$ cat src/rtl/video_types.sv
// Shared video types for the LCD pipeline.
// Holds the OAM scan constants, the per-line sprite record and the scanner
// state encoding, plus the sprite vertical hit test used during OAM scan.
package video_types;

  localparam int unsigned OAM_ENTRIES      = 40;
  localparam int unsigned MAX_LINE_SPRITES = 10;
  localparam int unsigned SPRITE_Y_OFFSET  = 16;

  // Address of the last byte read during a scan: XPosition of entry 39.
  localparam logic [7:0] OAM_LAST_ADDR = 8'(4 * (OAM_ENTRIES - 1) + 1);

  typedef struct packed {
    logic [5:0] OamIndex;
    logic [7:0] XPosition;
  } LineSprite;

  typedef enum logic [1:0] {
    ST_IDLE,
    ST_SCAN,
    ST_DRAIN,
    ST_DONE
  } scan_state_t;

  // Sprite covers the line iff 0 <= ly + 16 - ypos < height.
  // Evaluated 10 bits wide so neither the +16 nor the subtraction can wrap.
  function automatic logic sprite_hit(input logic [7:0] line,
                                      input logic [7:0] ypos,
                                      input logic       tall);
    logic signed [9:0] diff;
    logic signed [9:0] height;
    diff   = $signed({2'b00, line}) + $signed(10'(SPRITE_Y_OFFSET))
             - $signed({2'b00, ypos});
    height = tall ? 10'sd16 : 10'sd8;
    return (diff >= 10'sd0) && (diff < height);
  endfunction

endpackage

$ cat src/rtl/oam_scanner.sv
// OAM scanner (LCD mode 2).
// On a start pulse it reads YPosition/XPosition of all 40 OAM entries in
// ascending order and keeps the first 10 entries that cover the latched line.
// Ports:
//   clk, reset        : clock, synchronous active-high reset
//   start             : one-cycle pulse at the start of mode 2 (IDLE only)
//   ly, sprite_size,
//   sprite_enable     : line and LCDC bits, latched at start
//   oam_rd, oam_addr  : OAM read strobe / byte address (0 when not reading)
//   oam_data          : OAM read data, valid the cycle after oam_rd
//   busy, done        : scan in progress / one-cycle completion pulse
//   count             : number of sprites selected (0..10)
//   sel_idx           : buffer slot to read back
//   sel_index, sel_x  : OAM entry number and XPosition of slot sel_idx
module oam_scanner
  import video_types::*;
(
  input  logic       clk,
  input  logic       reset,
  input  logic       start,
  input  logic [7:0] ly,
  input  logic       sprite_size,
  input  logic       sprite_enable,
  output logic       oam_rd,
  output logic [7:0] oam_addr,
  input  logic [7:0] oam_data,
  output logic       busy,
  output logic       done,
  output logic [3:0] count,
  input  logic [3:0] sel_idx,
  output logic [5:0] sel_index,
  output logic [7:0] sel_x
);

  scan_state_t r_state;
  logic        r_rd;
  logic [7:0]  r_addr;
  logic        r_busy;
  logic        r_done;
  logic [3:0]  r_count;
  LineSprite   r_buf [MAX_LINE_SPRITES];

  logic [7:0]  r_ly;
  logic        r_tall;
  logic        r_en;
  logic [7:0]  r_ypos;

  // Describes the byte arriving on oam_data this cycle (issued last cycle).
  logic        r_pend_valid;
  logic        r_pend_x;
  logic [5:0]  r_pend_idx;

  logic        w_hit;

  assign w_hit = sprite_hit(r_ly, r_ypos, r_tall);

  always_ff @(posedge clk) begin
    if (reset) begin
      r_state      <= ST_IDLE;
      r_rd         <= 1'b0;
      r_addr       <= '0;
      r_busy       <= 1'b0;
      r_done       <= 1'b0;
      r_count      <= '0;
      r_ly         <= '0;
      r_tall       <= 1'b0;
      r_en         <= 1'b0;
      r_ypos       <= '0;
      r_pend_valid <= 1'b0;
      r_pend_x     <= 1'b0;
      r_pend_idx   <= '0;
      for (int unsigned s = 0; s < MAX_LINE_SPRITES; s++) begin
        r_buf[s] <= '0;
      end
    end else begin
      r_pend_valid <= r_rd;
      r_pend_x     <= r_addr[0];
      r_pend_idx   <= r_addr[7:2];

      // Y bytes are held for one cycle; the entry is judged when X arrives.
      if (r_pend_valid) begin
        if (!r_pend_x) begin
          r_ypos <= oam_data;
        end else if (r_en && w_hit && (r_count < 4'(MAX_LINE_SPRITES))) begin
          for (int unsigned s = 0; s < MAX_LINE_SPRITES; s++) begin
            if (r_count == 4'(s)) begin
              r_buf[s] <= '{OamIndex: r_pend_idx, XPosition: oam_data};
            end
          end
          r_count <= r_count + 4'd1;
        end
      end

      case (r_state)
        ST_IDLE: begin
          if (start) begin
            r_state <= ST_SCAN;
            r_ly    <= ly;
            r_tall  <= sprite_size;
            r_en    <= sprite_enable;
            r_count <= '0;
            r_rd    <= 1'b1;
            r_addr  <= '0;
            r_busy  <= 1'b1;
          end
        end
        ST_SCAN: begin
          if (r_addr == OAM_LAST_ADDR) begin
            r_state <= ST_DRAIN;
            r_rd    <= 1'b0;
            r_addr  <= '0;
          end else begin
            // Y at 4i, X at 4i+1: step +1 from Y to X, +3 from X to next Y.
            r_addr <= r_addr[0] ? r_addr + 8'd3 : r_addr + 8'd1;
          end
        end
        ST_DRAIN: begin
          r_state <= ST_DONE;
          r_busy  <= 1'b0;
          r_done  <= 1'b1;
        end
        ST_DONE: begin
          r_state <= ST_IDLE;
          r_done  <= 1'b0;
        end
        default: begin
          r_state <= ST_IDLE;
        end
      endcase
    end
  end

  always_comb begin
    sel_index = '0;
    sel_x     = '0;
    for (int unsigned s = 0; s < MAX_LINE_SPRITES; s++) begin
      if ((sel_idx == 4'(s)) && (sel_idx < r_count)) begin
        sel_index = r_buf[s].OamIndex;
        sel_x     = r_buf[s].XPosition;
      end
    end
  end

  assign oam_rd   = r_rd;
  assign oam_addr = r_addr;
  assign busy     = r_busy;
  assign done     = r_done;
  assign count    = r_count;

endmodule

$ cat config.mk
export PLATFORM = sky130hd
export DESIGN_NAME = oam_scanner
export DESIGN_NICKNAME = d
export VERILOG_FILES = /design/src/rtl/video_types.sv /design/src/rtl/oam_scanner.sv
export SDC_FILE = /design/constraint.sdc
export NUM_CORES = 1
export LEC_CHECK = 0
export BUFFER_PORTS_ARGS = -buffer_cell sky130_fd_sc_hd__buf_2
export CAP_MARGIN = 0
export CORE_UTILIZATION = 30
export CTS_CLUSTER_SIZE = 16
export DETAILED_ROUTE_END_ITERATION = 8
export HOLD_SLACK_MARGIN = 0.06
export PLACE_DENSITY = 0.48
export REMOVE_ABC_BUFFERS = 1
export SETUP_SLACK_MARGIN = 0.15
export SKIP_CTS_REPAIR_TIMING = 1
export SYNTH_ARGS = -nofsm -noshare
export SYNTH_HDL_FRONTEND = slang
export SYNTH_SLANG_ARGS = --single-unit
$ cat constraint.sdc
create_clock -name clk -period 4.8 [get_ports clk]
set_clock_uncertainty 0.1 [all_clocks]
set_input_delay 0.24 -clock clk [delete_from_list [all_inputs] [get_ports clk]]
set_output_delay 0.24 -clock clk [all_outputs]
set_load 0.01 [all_outputs]
==> qor.yml <==
final_max_slew_viol_count: 0
pwr-share-seq_pct: 46.1
cp_max_fo: 10
vias_per_cell: 4.96
rows: 62
clkTransAtPathRegs_ps: 70
track_usage_pct: 16.9
layout_common_cells: "140 x edfxtp_1, 138 x nor2_1, 68 x nand2_1, 53 x buf_2, 52 x nor3_1"
postPlaceCellArea_mm2: 0.00964
chipWidth_um: 175
n_antenna_cell: 0
synth_cells: 852
timing.fmax_mhz: 252
ys_types: 54
cts_tree: "done"
rsz0062_at_grt: "no"
pre_cts_ws_ps: 824
relSlewSlack_pct: 25.1
drive_above_1_share_pct: 15.0
p_sw_share_pct: 30.9
fin_setup_tns_ps: 0
hp-class: "in2reg"
drv_cap: 0
start_util_pct: 30.8
synth_area_mm2: 0.00893
ir_drop_v: 0.000226
cp.arrival_ps: 4010
combPwrFrac_pct: 18.7
io_buffers: 53
clockBufferDepth: 2
yosys_register_bits: 183
r2r_cells: 13
cts.sinks: 183
grt_start_max_net_pins: 38
htree_num_levels: 4
firstDrtPassIters: 5
internal_power_uw: 2780
synthMuxAreaShare_pct: 2.58
endpoint_kind: "register"
yosys_warnings: 0
wl_per_cell_um: 19.1
route.detailed.drc: 0
synthAdderAreaFrac_pct: 4.65
setup_slack_ps: 830
place_hpwl_um: 18000
vias: 6464
syn_avg_cell_area_um2: 10.5
design_area_mm2: 0.0103
die_h_um: 175
post-route-util_pct: 35.7
async_reset_ff_share_pct: 0
hold_viol: 0
power_density_mw_per_mm2: 388
synth-edff-count: 140
postRouteAntennaNets: 0
synth_seq_area_share_pct: 56.7
ys.flop_type: "edfxtp_1"
pin_count: 54
startpoint_type: "register"
cp.required_ps: 4840
p_leak_uw: 0.00352
synth_top_family_by_area: "simple AND/OR/NAND/NOR gates"
dieArea_mm2: 0.0305
layout.nets: 963
fin_crit_ps: 3970
drtIter0Drc: 480
setup_viol: 0
core_mm2: 0.0290
numCtsBuffers: 17
p_clk_share_pct: 35.1
holdPathStages: 3
nFillCells: 3006
grt_remaining_overflow: 0
insertion_delay_ps: 440
synth_compound_area_share_pct: 11.2
grt_pass1_wl_um: 38600
switchingPower_uw: 1240
final_common_cell: "edfxtp_1"
synthXorXnorAreaFrac_pct: 1.08
grt_pass1_vias: 6217
gp_congestion: 0.854
syn_to_final_growth_pct: 15.8
clockRootBuffer: "clkbuf_16"
synth-simple-area-share_pct: 19.6
max_slew.worst_pin.slew_ps: 1120
path_class: "reg2reg"
wl_um: 24900
antenna_found_initial: 0
fin_crit_sh_pct: 82.7
whs_ps: 47.3
status: "completed"
[registers in the layout (all words and copies together) (netlist names), 2 cells and up]
register / count
r_state: 2
oam_addr: 8
r_buf: 140
r_pend_idx: 6
r_ypos: 8
r_ly: 8
count: 4
[final timing paths]
check	from	to	slack, ps
hold reg to reg	r_ly[0]$_SDFFE_PP0P_	r_ly[0]$_SDFFE_PP0P_	360
hold / removal	oam_data[6]	r_ypos[6]$_SDFFE_PP0P_	50
setup / recovery	r_ypos[2]$_SDFFE_PP0P_	r_buf[5][3]$_SDFFCE_PN0P_	830
setup reg to reg	r_ypos[2]$_SDFFE_PP0P_	r_buf[5][3]$_SDFFCE_PN0P_	830
[metrics by stage]
step | std cells | power, µW
floorplan | 801 | 2390
global placement | 1260 | 2640
detailed placement | 1260 | 2640
CTS | 1292 | 4040
global route | 1303 | 4220
finish | 1303 | 4020
[power by group through the flow]
stage	Clock, µW	Sequential, µW	Combinational [µW]
floorplan	0	1880	516
global placement	0	1890	750
detailed placement	0	1890	748
CTS	1440	1850	752
global route	1500	1870	855
finish	1410	1850	752
[metal layers]
layer / track usage (%) / vias to the layer above / part of all wire [%]
met1: 26.1 / 3112 / 51
li1: - / 3157 / -
met5: 0 / - / 0
met2: 23.9 / 183 / 43
met3: 3.67 / 12 / 5.5
met4: 3.22 / 0 / 0.57
[cell families (layout without fill, tap and decap cells)]
| kind of cell | Yosys count | after routing |
|---|---|---|
| xor gates and xnor gates | 11 | 11 |
| and+or+nand+nor | 357 | 357 |
| adders and majority gates | 32 | 32 |
| buffers and inverters | 93 | 160 |
| AOI/OAI and AO/OA | 156 | 156 |
| DFF | 183 | 183 |
| muxes | 20 | 20 |
[cell usage after synthesis, types with 2 or more instances]
master / number / area share, %
clkinv_1: 2 / 0.084
a2bb2oi_1: 3 / 0.29
nand3_1: 13 / 0.73
o21bai_1: 9 / 0.76
o221ai_1: 8 / 0.78
o21ai_0: 22 / 1.2
dfxtp_1: 43 / 9.6
nor4b_2: 8 / 1.3
xnor2_1: 6 / 0.59
or2_2: 4 / 0.28
a21o_1: 7 / 0.59
clkbuf_1: 34 / 1.4
nor3_1: 53 / 3.0
nor2_1: 138 / 5.8
nand3b_1: 2 / 0.17
o22ai_1: 14 / 0.98
nor4b_1: 8 / 0.78
o21ai_1: 2 / 0.11
edfxtp_1: 140 / 47
nor2b_1: 26 / 1.8
nand2_1: 68 / 2.9
a22oi_1: 22 / 1.8
nand4_1: 5 / 0.35
nand2b_1: 20 / 1.4
a211oi_1: 3 / 0.25
mux2i_1: 5 / 0.56
buf_1: 5 / 0.21
ha_1: 30 / 4.2
mux2_2: 13 / 1.6
a21oi_1: 49 / 2.7
buf_2: 11 / 0.62
inv_1: 40 / 1.7
and2_1: 5 / 0.35
xor2_1: 5 / 0.49
fa_1: 2 / 0.45
a221oi_1: 8 / 0.78
o2111ai_1: 2 / 0.20
[worst max-delay path, cell delays in order (launching register included)]
cell	delay [ps]
dfxtp_1	310
inv_1	50
ha_1	280
ha_1	300
a21o_1	180
a21oi_1	280
xnor2_1	110
ha_1	180
and4b_1	240
o2111ai_1	160
nor2_2	330
nand4_1	200
o21bai_1	620
buf_4	320
[area by class of cell]
class / instances / area, µm² / share of cell area [%]
sequential: 183 / 5060 / 49.0
multi-input combinational: 576 / 3510 / 33.9
timing repair buffer: 86 / 541 / 5.22
tap: 384 / 480 / 4.64
clock buffer: 17 / 425 / 4.11
clock inverter: 15 / 166 / 1.61
inverter: 42 / 158 / 1.52
Power figures use the tool's default switching activity.
